<file path="src/rtl/regfile_sb_if.sv">
// regfile_sb_if: bundle between the decode/write-back side and the register file.
//
// Handshake: there is no valid/ready pairing on this bus. iss_valid and wb_en
// are single-cycle strobes that take effect on the next rising clk edge. The
// file never back-pressures them. stall is advisory: the master must not
// raise iss_valid while stall=1.
//
// Signals:
//   rs_addr, rt_addr   read indices                   (master -> slave)
//   rs_data, rt_data   combinational read data        (slave -> master)
//   rs_busy, rt_busy   pending-write flags per port   (slave -> master)
//   stall              rs_busy | rt_busy              (slave -> master)
//   iss_valid, iss_dst issue of a producer            (master -> slave)
//   wb_en, wb_addr,
//   wb_data            write-back port                (master -> slave)
//   pend_cnt           number of pending producers    (slave -> master)
//
// Modports: master (decode / write-back side), slave (regfile_sb).
interface regfile_sb_if #(
  parameter int DATA_W = 32
);
  logic [4:0]        rs_addr;
  logic [4:0]        rt_addr;
  logic [DATA_W-1:0] rs_data;
  logic [DATA_W-1:0] rt_data;
  logic              rs_busy;
  logic              rt_busy;
  logic              stall;
  logic              iss_valid;
  logic [4:0]        iss_dst;
  logic              wb_en;
  logic [4:0]        wb_addr;
  logic [DATA_W-1:0] wb_data;
  logic [5:0]        pend_cnt;

  modport master (
    output rs_addr, rt_addr, iss_valid, iss_dst, wb_en, wb_addr, wb_data,
    input  rs_data, rt_data, rs_busy, rt_busy, stall, pend_cnt
  );

  modport slave (
    input  rs_addr, rt_addr, iss_valid, iss_dst, wb_en, wb_addr, wb_data,
    output rs_data, rt_data, rs_busy, rt_busy, stall, pend_cnt
  );
endinterface

</file>
<file path="src/rtl/regfile_sb.sv">
// regfile_sb: general-purpose register file with a pending-write scoreboard.
//
// Two combinational read ports, one synchronous write port. A busy bit per
// register marks an issued producer whose result has not been written back.
// Decode sees rs_busy/rt_busy/stall for the registers it is reading.
//
// Ports:
//   clk   rising-edge clock
//   rst   asynchronous, active-high reset (clears array, busy and pend_cnt)
//   bus   regfile_sb_if.slave (read ports, issue port, write-back port,
//         busy/stall flags, pend_cnt)
//
// Optional feature macro: REGFILE_BYPASS_EN
//   defined   -> write-back data and busy clear are forwarded to the read
//                ports in the same cycle as wb_en.
//   undefined -> reads and busy come only from registered state.
module regfile_sb #(
  parameter int DATA_W = 32,
  parameter int NREG   = 32
) (
  input logic         clk,
  input logic         rst,
  regfile_sb_if.slave bus
);

  logic [DATA_W-1:0] mem [NREG];
  logic [NREG-1:0]   busy;
  logic [NREG-1:0]   busy_nxt;
  logic [5:0]        pend_cnt_q;
  logic              wb_ok;
  logic              iss_ok;

  // Index 0 is the hardwired zero register; indices at or beyond NREG do
  // not exist and behave like it.
  function automatic logic idx_ok(input logic [4:0] idx);
    return (idx != 5'd0) && (int'({27'd0, idx}) < NREG);
  endfunction

  function automatic logic [5:0] popcount(input logic [NREG-1:0] v);
    logic [5:0] c;
    c = '0;
    for (int i = 0; i < NREG; i++) c = c + 6'(v[i]);
    return c;
  endfunction

  assign wb_ok  = bus.wb_en && idx_ok(bus.wb_addr);
  assign iss_ok = bus.iss_valid && idx_ok(bus.iss_dst);

  // Clear for the write-back first, then set for the issue, so a producer
  // issued on the same edge as the old write-back stays pending.
  always_comb begin
    busy_nxt = busy;
    if (wb_ok)  busy_nxt[bus.wb_addr] = 1'b0;
    if (iss_ok) busy_nxt[bus.iss_dst] = 1'b1;
    busy_nxt[0] = 1'b0;
  end

  always_ff @(posedge clk or posedge rst) begin
    if (rst) begin
      for (int i = 0; i < NREG; i++) mem[i] <= '0;
      busy       <= '0;
      pend_cnt_q <= '0;
    end else begin
      if (wb_ok) mem[bus.wb_addr] <= bus.wb_data;
      busy       <= busy_nxt;
      pend_cnt_q <= popcount(busy_nxt);
    end
  end

  // Registered-state view of each read port.
  logic [DATA_W-1:0] rs_mem;
  logic [DATA_W-1:0] rt_mem;
  logic              rs_busy_q;
  logic              rt_busy_q;

  always_comb begin
    rs_mem    = '0;
    rt_mem    = '0;
    rs_busy_q = 1'b0;
    rt_busy_q = 1'b0;
    if (idx_ok(bus.rs_addr)) begin
      rs_mem    = mem[bus.rs_addr];
      rs_busy_q = busy[bus.rs_addr];
    end
    if (idx_ok(bus.rt_addr)) begin
      rt_mem    = mem[bus.rt_addr];
      rt_busy_q = busy[bus.rt_addr];
    end
  end

`ifdef REGFILE_BYPASS_EN
  logic rs_hit;
  logic rt_hit;
  logic rs_reiss;
  logic rt_reiss;

  assign rs_hit   = wb_ok && (bus.wb_addr == bus.rs_addr);
  assign rt_hit   = wb_ok && (bus.wb_addr == bus.rt_addr);
  // A same-cycle re-issue of the forwarded index keeps the current busy bit:
  // the new producer's set is not visible until the next edge.
  assign rs_reiss = iss_ok && (bus.iss_dst == bus.rs_addr);
  assign rt_reiss = iss_ok && (bus.iss_dst == bus.rt_addr);

  always_comb begin
    bus.rs_data = rs_hit ? bus.wb_data : rs_mem;
    bus.rt_data = rt_hit ? bus.wb_data : rt_mem;
    bus.rs_busy = (rs_hit && !rs_reiss) ? 1'b0 : rs_busy_q;
    bus.rt_busy = (rt_hit && !rt_reiss) ? 1'b0 : rt_busy_q;
  end
`else
  always_comb begin
    bus.rs_data = rs_mem;
    bus.rt_data = rt_mem;
    bus.rs_busy = rs_busy_q;
    bus.rt_busy = rt_busy_q;
  end
`endif

  assign bus.stall    = bus.rs_busy | bus.rt_busy;
  assign bus.pend_cnt = pend_cnt_q;

endmodule

</file>
<file path="src/flat_wrapper.sv">
// flat-port wrapper written by rule: the top's interface ports become plain ports
module regfile_sb_flat 
#(
  parameter int DATA_W = 32,
  parameter int NREG   = 32
)
  (clk, rst, bus_rs_addr, bus_rt_addr, bus_iss_valid, bus_iss_dst, bus_wb_en, bus_wb_addr, bus_wb_data, bus_rs_data, bus_rt_data, bus_rs_busy, bus_rt_busy, bus_stall, bus_pend_cnt);
  regfile_sb_if #(.DATA_W(DATA_W)) bus_i ();
  input logic clk;
  input logic rst;
  input wire logic [$bits(bus_i.rs_addr)-1:0] bus_rs_addr;
  input wire logic [$bits(bus_i.rt_addr)-1:0] bus_rt_addr;
  input wire logic [$bits(bus_i.iss_valid)-1:0] bus_iss_valid;
  input wire logic [$bits(bus_i.iss_dst)-1:0] bus_iss_dst;
  input wire logic [$bits(bus_i.wb_en)-1:0] bus_wb_en;
  input wire logic [$bits(bus_i.wb_addr)-1:0] bus_wb_addr;
  input wire logic [$bits(bus_i.wb_data)-1:0] bus_wb_data;
  output wire logic [$bits(bus_i.rs_data)-1:0] bus_rs_data;
  output wire logic [$bits(bus_i.rt_data)-1:0] bus_rt_data;
  output wire logic [$bits(bus_i.rs_busy)-1:0] bus_rs_busy;
  output wire logic [$bits(bus_i.rt_busy)-1:0] bus_rt_busy;
  output wire logic [$bits(bus_i.stall)-1:0] bus_stall;
  output wire logic [$bits(bus_i.pend_cnt)-1:0] bus_pend_cnt;
  assign bus_i.rs_addr = bus_rs_addr;
  assign bus_i.rt_addr = bus_rt_addr;
  assign bus_i.iss_valid = bus_iss_valid;
  assign bus_i.iss_dst = bus_iss_dst;
  assign bus_i.wb_en = bus_wb_en;
  assign bus_i.wb_addr = bus_wb_addr;
  assign bus_i.wb_data = bus_wb_data;
  assign bus_rs_data = bus_i.rs_data;
  assign bus_rt_data = bus_i.rt_data;
  assign bus_rs_busy = bus_i.rs_busy;
  assign bus_rt_busy = bus_i.rt_busy;
  assign bus_stall = bus_i.stall;
  assign bus_pend_cnt = bus_i.pend_cnt;
  regfile_sb #(.DATA_W(DATA_W), .NREG(NREG)) u_core (.clk(clk), .rst(rst), .bus(bus_i));
endmodule
</file>
<file path="config.mk">
export PLATFORM = sky130hd
export DESIGN_NAME = regfile_sb_flat
export DESIGN_NICKNAME = d
export VERILOG_FILES = /design/src/rtl/regfile_sb_if.sv /design/src/rtl/regfile_sb.sv /design/src/flat_wrapper.sv
export SDC_FILE = /design/constraint.sdc
export NUM_CORES = 2
export LEC_CHECK = 0
export BUFFER_PORTS_ARGS = -buffer_cell sky130_fd_sc_hd__buf_2
export CAP_MARGIN = 25
export CORE_MARGIN = 3
export CORE_UTILIZATION = 40
export CTS_CLUSTER_SIZE = 8
export DETAILED_ROUTE_END_ITERATION = 6
export HOLD_SLACK_MARGIN = 0.15
export PLACE_DENSITY = 0.66
export SKIP_CTS_REPAIR_TIMING = 1
export SYNTH_ARGS = -nofsm -noshare
export SYNTH_HDL_FRONTEND = slang
export SYNTH_SLANG_ARGS = --single-unit
export TNS_END_PERCENT = 10
</file>
<file path="constraint.sdc">
create_clock -name clk -period 55.1 [get_ports clk]
set_input_delay 13.775 -clock clk [delete_from_list [all_inputs] [get_ports clk]]
set_output_delay 13.775 -clock clk [all_outputs]
set_load 0.1 [all_outputs]
</file>
[After elaboration in Yosys (flattened, before gate mapping)]
Cells that the tools add are included.
Word-level totals
  register bits: 1061
  latch bits: 0
  bits in writable memories: 0
  bits in read-only memories: 0
  input port bits: 56
  output and inout bits: 73
  word-level logic and storage cells: 113
  memories kept: 0
Operators by class
  add/sub/neg operators: 30
  multipliers: 0
  divide/modulo/power cells: 0
  magnitude comparators: 10
  eq/ne operators: 0
  shifts and indexed selects: 0
  mux-type cells: 23
  bitwise logic cells: 7
  reductions and logical operators: 9
Operators by type and width (number)
  1024-bit bitwise mux: 1
  32-bit binary-select mux with 5-bit select: 2
  32-bit two-way mux: 9
  6-bit by 1-bit adder with 6-bit output: 29
  32-bit demux with 5-bit select: 1
  32-bit AND: 1
  32-bit NOT: 1
  32-bit bitwise OR: 1
  5-bit by 6-bit less-than comparator with 1-bit output (second input constant): 4
  5-bit nonzero test: 4
  6-bit greater-or-equal comparator (second input constant): 3
  5-bit NOT with 6-bit output: 3
  1-bit binary-select mux with 5-bit select: 2
  1-bit demux with 5-bit select: 2
  5-bit by 1-bit greater-or-equal comparator with 1-bit output (second input constant): 2
  6-bit by 1-bit less-than comparator with 1-bit output (second input constant): 1
  1-bit two-way mux: 6
  1-bit logical AND: 5
  1-bit by 1-bit adder with 2-bit output: 1
  1-bit bitwise OR: 1

[Depth between registers and ports, before layout]
  depth after elaboration: 39
  gate-level depth with buffers: 21
  gate-level depth less buffers: 19

[Worst setup path before layout]
Ideal clock, no wire load.
  path type: input-to-output
  start: in bus_rt_addr[0]
  end: out bus_stall
  data arrival time: 16555 ps
  required time: 41325 ps
  path slack: 24770 ps
  stages: 8
  path buffers: 5
  cell sequence: buf_2 -> buf_6 -> buf_2 -> buf_2 -> buf_2 -> a211oi_1 -> a211o_1 -> o22ai_1
Between the ends
  cells in the longest elaborated chain, start to end: 4
  elaborated cells between the ends (all ways): 5
  those cells by class: mux: 3; bitwise: 1; reduce/logical: 1
RTL lines
  start, declared: line flat_wrapper.sv:12  | input wire logic [$bits(bus_i.rt_addr)-1:0] bus_rt_addr;
  1-bit binary-select mux with 5-bit select: line regfile_sb.sv:87  | rt_busy_q = busy[bus.rt_addr];
  1-bit two-way mux (not written as such): line regfile_sb.sv:87
  1-bit two-way mux *: line regfile_sb.sv:85  | if (idx_ok(bus.rt_addr)) begin
  1-bit bitwise OR *: line regfile_sb.sv:119  | assign bus.stall = bus.rs_busy | bus.rt_busy;
  end, declared: line flat_wrapper.sv:22  | output wire logic [$bits(bus_i.stall)-1:0] bus_stall;
Mark *: on every way between the ends. The rest lies on a longest branch, timed or not. The select of a mux whose other input is x is not followed.

[Worst setup path in the final report]
  start: in bus_rt_addr[0]
  end: out bus_rt_data[7]
Between the ends
  cells in the longest elaborated chain, start to end: 5
  elaborated cells between the ends (all ways): 6
  those cells by class: mux: 4; bitwise: 1; reduce/logical: 1
RTL lines
  5-bit NOT with 6-bit output (not written as such): line regfile_sb.sv:86  | rt_mem = mem[bus.rt_addr];
  32-bit binary-select mux with 5-bit select: line regfile_sb.sv:86
  32-bit two-way mux (not written as such) (2 in series): line regfile_sb.sv:86
  32-bit two-way mux *: line regfile_sb.sv:85
  end, declared: line flat_wrapper.sv:19  | output wire logic [$bits(bus_i.rt_data)-1:0] bus_rt_data;
Marks and branches as above.

==> results.md <==
- The detailed router finished its first iteration with 3,044 violations.
- Sorting the synthesized cells by how often they occur yields dfrtp_1, mux2_2, mux4_2.
- The weighted congestion at the end of routability-driven global placement is 0.8426.
- The first TritonRoute pass finished after 5 iterations.
- The number of vias after detailed routing is 33,900.
- For the worst setup path, the data arrival time is 18.22 ns.
- In this run the deepest clock path goes through 3 buffers.
- The nature of the critical path endpoint is a primary output.
- For this run, the leading register cell type out of synthesis is dfrtp_1.
- The number of flip-flops and latches in the synthesized netlist is 1,061.
- The biggest area contributor in the post-synthesis netlist is dfrtp_1.
- The initial core utilization is 0.4052.
- Summing all multi-input logic gate instances after layout gives 28,500 um2.
- The floorplan die height is 382.9 um.
- In the post-synthesis netlist, the biggest area contributors are dfrtp_1, mux4_2, mux2_2.
- Of the available clock period, the critical path in the final layout requires 0.5806.
- At the end of the flow, the number of nets in the layout was 3,576.
- Setup violations remaining at the end of the flow were counted as 0.
- The total die area is 146,600 um2.
- The type of the worst min-delay path is flip-flop to flip-flop.
- Yosys mapped a number of flops with a built-in enable equal to 0.
- In the post-synthesis netlist, the cell with the most instances is dfrtp_1.
- Dividing total power by cell area gives a power density of 42.82 nW/um2.
- The floorplan step set the die width to 382.9 um.
- Setup repair after global routing left no endpoint under its margin.
- The global-route total usage across every layer is 0.2279.
- The minimum hold slack is 0.3925 ns.
- In the final routed layout, each cell accounts on average for 30.79 um.
- The count of standard-cell rows is 137.
- For this design the top-level I/O count stands at 129.
- After clock tree synthesis, the clock-pin slew on the worst setup and hold paths is 0.05 ns.
- In this run the remaining antenna-violating nets after routing total 0.
- In this run, CTS created clock tree buffers numbering 151.
- The highest attainable clock frequency is 31.26 MHz.
- At the pin with the least slew margin, the transition time is 1.091 ns.
- The number of endpoints with negative hold slack in the final report is 0.
- Counting flops with an async set or reset pin after synthesis yields a share of 1.000.
- In this run the worst path has a maximum fanout of 88.
- For this design the static power due to leakage is 27.57 nW.
- Measured against its own limit, the worst slew margin works out to 0.2725.
- The instance count along the most critical hold path is 0.
- VDD sags by at most 0.09213 mV.
- The initial antenna violation count came to 13.
- The count of buffers from port buffering is 128.
- The net count after synthesis is 3,639.
- Counting cells, the worst reg-to-reg path comes to 15.
- The synthesis-to-layout area growth is 10.78%.
- The fill cell instance count of the final layout is 12,270.
- The sum of overflow across all layers after global routing is 0.
- Registers take 26,550 um2.
- The number of synthesis warnings is 0.
- The first global-routing pass estimated 245,900 um of wire.
- The post-synthesis cell area is 56,820 um2.
- The critical path start-end classification is primary input to primary output.
- Summed over all failing endpoints, the final setup total negative slack is 0 ns.
- The total clock sinks is 1,061.
- Of the cells placed in the final design, the portion with a size suffix greater than 1 is 0.5578.
- The number of max-cap violations is 0.
- For this run, the register share of the synthesized area comes to 0.4673.
- The latest clock arrival within the worst-skew pair is 0.76 ns.
- The number of library cell types mapped by synthesis is 42.
- The worst clock skew is 0.008160 ns.
- The CTS tree is done.
- In the synthesized netlist, the number of instances is 3,551.
- The CTS H-tree depth is 4.
- The HPWL after detailed placement is 86,790 um.
- The number of pins with negative max-slew slack in the final report is 0.
- The data required time at the worst endpoint is 41.33 ns.
- The region available for standard cell placement spans 140,200 um2.
- The post-detailed-routing wire length is 165,800 um.
- The number of global-route vias before repair came to 35,530.
- The pin count of the biggest net entering global routing is 170.
- The type of origin of the critical path is a primary input.
- The clock root buffer is clkbuf_16.
- The clock period minus worst slack is 31.99 ns.
- The average vias per placed instance is 6.295.
- For this run, design rule violations remaining after detail routing come to 0.
- The average instance area after synthesis is 16.00 um2.
- The run finished with clean final reports.
- The area fraction of the dominant cell type after synthesis is 0.4673.
logic make-up (layout without fill, tap and decap cells):
logic type	Yosys count	count (layout)	synth area share
other cells	0	7	0
flops	1061	1061	0.4673
simple gates	105	105	0.009227
fa+ha+maj	32	32	0.01009
buf+inv	447	399	0.03504
mux	1716	1716	0.4542
compound gates	187	187	0.02372
xor+xnor	3	3	0.0004625
flip-flops by register name, indices dropped and copies added, names as in the netlist:
| register | count |
|---|---|
| u_core.busy | 31 |
| u_core.mem | 1024 |
| u_core.bus.pend_cnt | 6 |
per-stage QoR:
| step | worst slack, ns | power [mW] | utilization | cell area [um2] | cells |
|---|---|---|---|---|---|
| after detailed placement | 22.90 | 1.872 | 0.4193 | 58790 | 5208 |
| after global routing | 22.67 | 2.833 | 0.4488 | 62920 | 5380 |
| final | 23.11 | 2.695 | 0.4489 | 62940 | 5386 |
| after floorplan | 11.46 | 1.699 | - | 56820 | 3551 |
| after global placement | 22.88 | 1.844 | 0.4193 | 58790 | 5208 |
| after CTS | 22.89 | 2.710 | 0.4482 | 62840 | 5376 |
cells in the final DEF (no fill, tap or decap), types with 11 or more instances in the layout:
cell type	synthesis	layout
dfrtp_1	1061	1061
mux2_2	972	972
mux4_2	590	590
clkbuf_16	0	156
mux2i_1	130	130
buf_2	91	120
o22ai_1	70	70
a21o_1	66	66
buf_4	1	53
inv_1	42	41
mux2_1	24	24
fa_1	23	23
nor2_1	26	18
a22o_1	15	15
nand2_4	0	14
nand2_1	25	11
nor2b_1	11	11
cell type report:
cell class                      instances  share of cell area
Antenna cell                            7           0.0002783
Clock buffer                          157             0.06208
Clock inverter                         11            0.002227
Inverter                               42            0.002624
Multi-Input combinational cell       2043              0.4529
Sequential cell                      1061              0.4218
Tap cell                             1876             0.03729
Timing Repair Buffer                  189             0.02079
critical path, cell delays in order:
cell and delay (ns):
buf_8 0.49, buf_12 0.64, buf_4 0.87, buf_4 0.71
mux4_2 0.58, mux4_2 0.52, a21o_1 0.24, buf_2 0.30
power by group:
group          switching, mW  internal [mW]
clock                  0.332          0.500
sequential             0.106          0.939
combinational          0.411          0.407
layer usage:
layer	track usage	vias to the layer above	wire length, um
li1	-	13600	-
met1	0.3012	18730	67850
met2	0.3755	1204	81460
met3	0.04168	372	10080
met4	0.08607	4	6395
met5	0	-	27
path summary, 6_finish.rpt:
| check | end | slack [ns] | startpoint |
|---|---|---|---|
| setup / recovery | bus_rt_data[7] | 23.11 | bus_rt_addr[0] |
| hold / removal | u_core.mem[1009] | 0.39 | u_core.mem[1009] |
| setup reg to reg | u_core.bus.pend_cnt[4] | 49.99 | u_core.busy[11] |
| hold reg to reg | u_core.mem[1009] | 0.39 | u_core.mem[1009] |
| max in group asynchronous | u_core.mem[461] | 38.39 | rst |
| min in group asynchronous | u_core.mem[227] | 13.26 | rst |
No activity file was read; power rests on OpenSTA's default activity.
